===== src/rtl/syscon_wb_arbiter.sv =====
// syscon_wb_arbiter: round-robin two-master Wishbone arbiter with a watchdog on the syscon slave port
module syscon_wb_arbiter #(
  parameter int dw = 32,
  parameter int aw = 32,
  parameter int TIMEOUT = 16
) (
  input  logic          wb_clk,
  input  logic          wb_rst,
  input  logic          m0_cyc_i,
  input  logic          m0_stb_i,
  input  logic          m0_we_i,
  input  logic [aw-1:0] m0_adr_i,
  input  logic [dw-1:0] m0_dat_i,
  input  logic [3:0]    m0_sel_i,
  output logic [dw-1:0] m0_dat_o,
  output logic          m0_ack_o,
  output logic          m0_err_o,
  output logic          m0_rty_o,
  input  logic          m1_cyc_i,
  input  logic          m1_stb_i,
  input  logic          m1_we_i,
  input  logic [aw-1:0] m1_adr_i,
  input  logic [dw-1:0] m1_dat_i,
  input  logic [3:0]    m1_sel_i,
  output logic [dw-1:0] m1_dat_o,
  output logic          m1_ack_o,
  output logic          m1_err_o,
  output logic          m1_rty_o,
  output logic          s_cyc_o,
  output logic          s_stb_o,
  output logic          s_we_o,
  output logic [aw-1:0] s_adr_o,
  output logic [dw-1:0] s_dat_o,
  output logic [3:0]    s_sel_o,
  input  logic [dw-1:0] s_dat_i,
  input  logic          s_ack_i,
  input  logic          s_err_i,
  input  logic          s_rty_i
);
  localparam int CW = $clog2(TIMEOUT) + 1;
  localparam logic [CW-1:0] LIM = CW'(TIMEOUT - 1);
  typedef enum logic [1:0] {IDLE, GNT0, GNT1} state_t;
  state_t state;
  logic last_grant, to_err, g0, g1, stall;
  logic [CW-1:0] cnt;
  always_comb begin
    g0 = state == GNT0;
    g1 = state == GNT1;
    s_cyc_o = g0 ? m0_cyc_i : g1 ? m1_cyc_i : 1'b0;
    s_stb_o = (g0 ? m0_stb_i : g1 ? m1_stb_i : 1'b0) & ~to_err;
    s_we_o = g0 ? m0_we_i : g1 ? m1_we_i : 1'b0;
    s_adr_o = g0 ? m0_adr_i : g1 ? m1_adr_i : '0;
    s_dat_o = g0 ? m0_dat_i : g1 ? m1_dat_i : '0;
    s_sel_o = g0 ? m0_sel_i : g1 ? m1_sel_i : '0;
    m0_dat_o = g0 ? s_dat_i : '0;
    m0_ack_o = g0 & s_ack_i;
    m0_err_o = g0 & (s_err_i | to_err);
    m0_rty_o = g0 & s_rty_i;
    m1_dat_o = g1 ? s_dat_i : '0;
    m1_ack_o = g1 & s_ack_i;
    m1_err_o = g1 & (s_err_i | to_err);
    m1_rty_o = g1 & s_rty_i;
    stall = s_cyc_o & s_stb_o & ~(s_ack_i | s_err_i | s_rty_i);
  end
  // Grant is held for the whole cycle; dropping cyc always passes through IDLE
  always_ff @(posedge wb_clk or posedge wb_rst) begin
    if (wb_rst) begin
      state <= IDLE;
      last_grant <= 1'b1;
      cnt <= '0;
      to_err <= 1'b0;
    end else begin
      to_err <= 1'b0;
      if (state == IDLE) begin
        cnt <= '0;
        if (m0_cyc_i & (~m1_cyc_i | last_grant)) begin
          state <= GNT0;
          last_grant <= 1'b0;
        end else if (m1_cyc_i) begin
          state <= GNT1;
          last_grant <= 1'b1;
        end
      end else if (!s_cyc_o) begin
        state <= IDLE;
        cnt <= '0;
      end else if (stall) begin
        to_err <= cnt == LIM;
        cnt <= cnt == LIM ? '0 : cnt + 1'b1;
      end else begin
        cnt <= '0;
      end
    end
  end
endmodule

===== config.mk =====
export PLATFORM = sky130hd
export DESIGN_NAME = syscon_wb_arbiter
export DESIGN_NICKNAME = d
export VERILOG_FILES = /design/src/rtl/syscon_wb_arbiter.sv
export SDC_FILE = /design/constraint.sdc
export NUM_CORES = 1
export LEC_CHECK = 0
export CAP_MARGIN = 20
export CORE_AREA = 4 4 120 122
export CTS_CLUSTER_DIAMETER = 30
export DETAILED_ROUTE_END_ITERATION = 8
export DIE_AREA = 0 0 124 126
export PLACE_DENSITY = 0.57
export SKIP_CTS_REPAIR_TIMING = 1
export SLEW_MARGIN = 20
export SYNTH_ARGS = -nofsm -noshare
export SYNTH_HDL_FRONTEND = slang
export SYNTH_SLANG_ARGS = --single-unit

===== constraint.sdc =====
create_clock -name wb_clk -period 1.6 [get_ports wb_clk]
set_input_delay 0.32 -clock wb_clk [delete_from_list [all_inputs] [get_ports wb_clk]]
set_output_delay 0.32 -clock wb_clk [all_outputs]
set_load 0.02 [all_outputs]

==> results.md <==
Status:
- The flow ran to the end, but the final reports show violations.
- The checks that failed: setup timing.

Final layout:
- The layout net count is 711.
- From synthesis to final layout, the design area changed by 240%.
- Of the cells placed in the final design, the portion with a size suffix greater than 1 is 40.8%.
- The repair_antennas step left the layout with diodes totalling 0.
- Excluding fillers, the count of instances in the completed layout stands at 706.

Worst setup path:
- STA classifies the critical path startpoint as a flop.
- The worst setup path is captured at a primary output.
- The register-to-register path setup slack is 0.04 ns.
- The endpoint identified for the worst register-to-register timing path is cnt[1]$_DFF_PP0_.
- In this run the worst path has a maximum fanout of 16.
- The number of cells on the worst reg-to-reg path is 3.
- The worst register-to-register path begins at to_err$_DFF_PP0_.
- At the worst endpoint, the required time is 1.28 ns.
- The startpoint-to-endpoint class of the critical path is reg -> out.
- The arrival time at the worst endpoint is 1.55 ns.

Timing:
- After layout, the worst path uses 117% of the clock period.
- Timing would allow up to 0.533 GHz.
- The smallest setup slack after layout is -0.275 ns.
- The worst clock skew is 0.00169 ns.
- The final-layout setup total negative slack is -26.07 ns.
- Counting I/O delays and the setup requirement, the final critical path takes 1.87 ns.
- The worst-case headroom to the max-slew limit is 75.3%.
- The slew at the pin closest to its max-slew limit is 0.370 ns.
- The final-report hold violation count came to 0.
- The number of setup violations in the final report is 140.
- Setup repair after global routing could not meet its margin everywhere.
- The total count of max-transition violations in the final report came to 0.

Global routing:
- The number of global-route vias before repair is 2,846.
- The global router's overall resource usage is 12.8%.
- After global routing the overflow that remains totals 0.
- Entering global routing, the biggest net connects 65 pins.
- The first-pass GRT wire length is 16,000 um.
- The initial antenna violation count came to 0.

Synthesis:
- The synthesis warning total is 0.
- Summed over its instances, the top area cell type makes up 38.6% of the synthesized netlist area.
- In the post-synthesis netlist, the biggest area contributors are sky130_fd_sc_hd__a22o_1, sky130_fd_sc_hd__and2_1, sky130_fd_sc_hd__dfrtp_1, sky130_fd_sc_hd__clkbuf_1, sky130_fd_sc_hd__buf_2.
- The average instance in the mapped netlist occupies 7.67 um^2.
- The synthesized net count is 384.
- After synthesis, the netlist uses 25 different library cells.
- The synthesized netlist occupies a cell area of 1570 um^2.
- The sequential element share of the synthesized area is 14.5%.
- The cell count after synthesis is 204.
- The top cell type by total area after synthesis is sky130_fd_sc_hd__a22o_1.
- The number of synthesized register bits is 9.

Route:
- Detailed routing inserted a total of 2,975 vias.
- The initial detailed-routing violation count is 62.
- The number of nets with antenna violations after detailed routing is 0.
- After detailed routing, the average wire length per cell comes to 19.3 um.
- The total length of routed wires is 13,600 um.
- In the routed design, unresolved DRC markers number 0.
- In the routed layout, each cell is associated on average with a via count of 4.21.
- The number of search-and-repair iterations in the first detailed-routing pass is 4.

CTS:
- The sink count of the clock tree is 9.
- No sink is reached through more buffers than the 2 on the longest clock path.
- Clock latency on the worst-skew pair, taken at its later pin, is 0.23 ns.
- The clock root buffer is sky130_fd_sc_hd__clkbuf_16.
- In this run the number of H-tree levels came out at 1.
- After clock tree synthesis, the clock-pin slew on the worst setup and hold paths is 0.04 ns.
- The TritonCTS clock tree is done.
- The total CTS buffers is 3.

Power:
- In this run the static leakage power is 2.45 nW.
- In this run the power spent charging and discharging nets is 1.88 mW.
- In this run, the clock network consumes 10.0% of the power.
- Of the total power, the share spent switching nets is 43.0%.
- The internal power of the cells totals 2.50 mW.
- The ratio of total power to cell area is 825 nW/um^2.
- Across the VDD grid, the largest voltage drop is 0.373 mV.
- Of the total power, combinational logic draws 83.4%.
- Sequential cells account for 6.6% of the total power.

Floorplan:
- Row generation in the floorplan step produced 42 rows.
- The die span in y is 126 um.
- The initial core utilization is 11.9%.
- The die covers 15,600 um^2.
- The die span in x is 124 um.
- For this design the top-level I/O count stands at 320.
- After floorplanning, the core was sized to cover 13,200 um^2.

Placement:
- The final HPWL from detailed placement is 9660 um.
- The placer's final routability congestion estimate is 0.860.
- The port buffer count is 319.
- The post-placement cell count is 684.

Flow run:
- Across the run, the number of max-cap violations was 0.

Min path:
- The class of the most critical hold timing path is in -> async.
-- synthesized netlist by cell type, drive strengths merged --
library cell,instances
a22o,69
nor3b,1
nor3,3
a22oi,1
a31oi,1
o21a,3
or4,1
a21oi,2
xnor2,1
dfrtp,8
nand2,3
o21ai,1
xor2,1
a211o,1
buf,10
ha,1
nand2b,1
nor2b,3
nand4b,2
nor2,5
inv,1
clkbuf,14
dfstp,1
nand3,2
and2,68
-- area by class of cell --
cell class	count	area [um^2]
Multi-Input combinational cell	170	1350
Fill cell	1336	7870
Tap cell	176	220
Clock buffer	4	78.8
Inverter	1	3.75
Sequential cell	9	229
Timing Repair Buffer	346	3430
-- metrics by stage --
step | total power [mW] | hold WS (ns) | setup WS, ns | util (%) | area [um^2]
after floorplan | 1.79 | 0.147 | -0.0539 | - | 1600
after global placement | 3.55 | 0.453 | -0.487 | 38.2 | 5040
after CTS | 4.01 | 0.367 | -0.776 | 38.8 | 5120
after detailed placement | 3.55 | 0.464 | -0.513 | 38.2 | 5040
final | 4.39 | 0.358 | -0.275 | 40.3 | 5320
after global routing | 4.60 | 0.416 | -0.320 | 40.3 | 5320
-- worst max-delay path by stage --
stage / start / to / slack, ns / cells after the start
after floorplan: state[0]$_DFFE_PP0P_ / s_adr_o[10] / -0.05 / 5
after global placement: state[1]$_DFFE_PP0P_ / s_sel_o[0] / -0.49 / 4
after detailed placement: state[1]$_DFFE_PP0P_ / s_sel_o[0] / -0.51 / 4
after CTS: state[1]$_DFFE_PP0P_ / s_sel_o[0] / -0.78 / 4
after global routing: state[1]$_DFFE_PP0P_ / s_adr_o[16] / -0.32 / 5
final: state[0]$_DFFE_PP0P_ / s_adr_o[27] / -0.27 / 5
-- logic make-up after synthesis --
kind of cell               share of synthesized area [%]
AOI/OAI and AO/OA                                   42.4
adders and majority gates                          0.799
DFF                                                 14.5
xor gates and xnor gates                            1.12
and+or+nand+nor                                     34.4
buffers and inverters                               6.79
-- layer usage --
metal  vias up  global-route usage (%)  routed length (um)
li1       1416                       -                   -
met1      1392                    14.2                5120
met2       153                    24.5                7150
met3        14                    3.00                1200
met4         0                    2.13                 166
met5         -                       0                   0
-- registers in the layout (all words and copies together) (netlist names) --
| signal | count |
|---|---|
| state | 2 |
| cnt | 5 |
| to_err | 1 |
| last_grant | 1 |
-- power by group through the flow --
stage | clock, mW | combinational [mW] | sequential [mW]
finish | 0.439 | 3.66 | 0.288
global route | 0.463 | 3.84 | 0.292
CTS | 0.446 | 3.27 | 0.287
detailed placement | 0 | 3.26 | 0.289
global placement | 0 | 3.26 | 0.287
floorplan | 0 | 1.51 | 0.285
-- layout by cell type (no fill, tap or decap) --
cell and count:
sky130_fd_sc_hd__xor2_1 1, sky130_fd_sc_hd__a22o_4 1, sky130_fd_sc_hd__buf_8 3, sky130_fd_sc_hd__buf_6 81, sky130_fd_sc_hd__clkbuf_2 51, sky130_fd_sc_hd__nor2b_4 3
sky130_fd_sc_hd__nor3b_1 1, sky130_fd_sc_hd__nor2_1 5, sky130_fd_sc_hd__a22oi_1 1, sky130_fd_sc_hd__nand3_1 2, sky130_fd_sc_hd__a211o_4 1, sky130_fd_sc_hd__clkdlybuf4s50_1 174
sky130_fd_sc_hd__nor3_2 2, sky130_fd_sc_hd__and2_2 17, sky130_fd_sc_hd__and2_4 17, sky130_fd_sc_hd__or4_1 1, sky130_fd_sc_hd__clkbuf_16 10, sky130_fd_sc_hd__clkbuf_1 1
sky130_fd_sc_hd__nand2b_1 1, sky130_fd_sc_hd__a31oi_1 1, sky130_fd_sc_hd__buf_12 6, sky130_fd_sc_hd__a21oi_1 2, sky130_fd_sc_hd__o21ai_0 1, sky130_fd_sc_hd__buf_2 7
sky130_fd_sc_hd__dfrtp_2 2, sky130_fd_sc_hd__nand4b_1 2, sky130_fd_sc_hd__nand2_1 3, sky130_fd_sc_hd__dfstp_2 1, sky130_fd_sc_hd__ha_1 1, sky130_fd_sc_hd__dfrtp_1 6
sky130_fd_sc_hd__xnor2_1 1, sky130_fd_sc_hd__inv_1 1, sky130_fd_sc_hd__buf_4 13, sky130_fd_sc_hd__a22o_1 68, sky130_fd_sc_hd__o21a_4 1, sky130_fd_sc_hd__o21a_1 2
sky130_fd_sc_hd__and2_1 34, sky130_fd_sc_hd__nor3_1 1, sky130_fd_sc_hd__dlymetal6s2s_1 4
-- critical path, cell delays in order (launching register included) --
cell and delay (ns):
sky130_fd_sc_hd__dfrtp_1 0.40, sky130_fd_sc_hd__nor2b_4 0.26, sky130_fd_sc_hd__buf_6 0.15, sky130_fd_sc_hd__clkbuf_16 0.18
sky130_fd_sc_hd__a22o_1 0.14, sky130_fd_sc_hd__clkbuf_2 0.17
(Power assumes the default switching activity.)
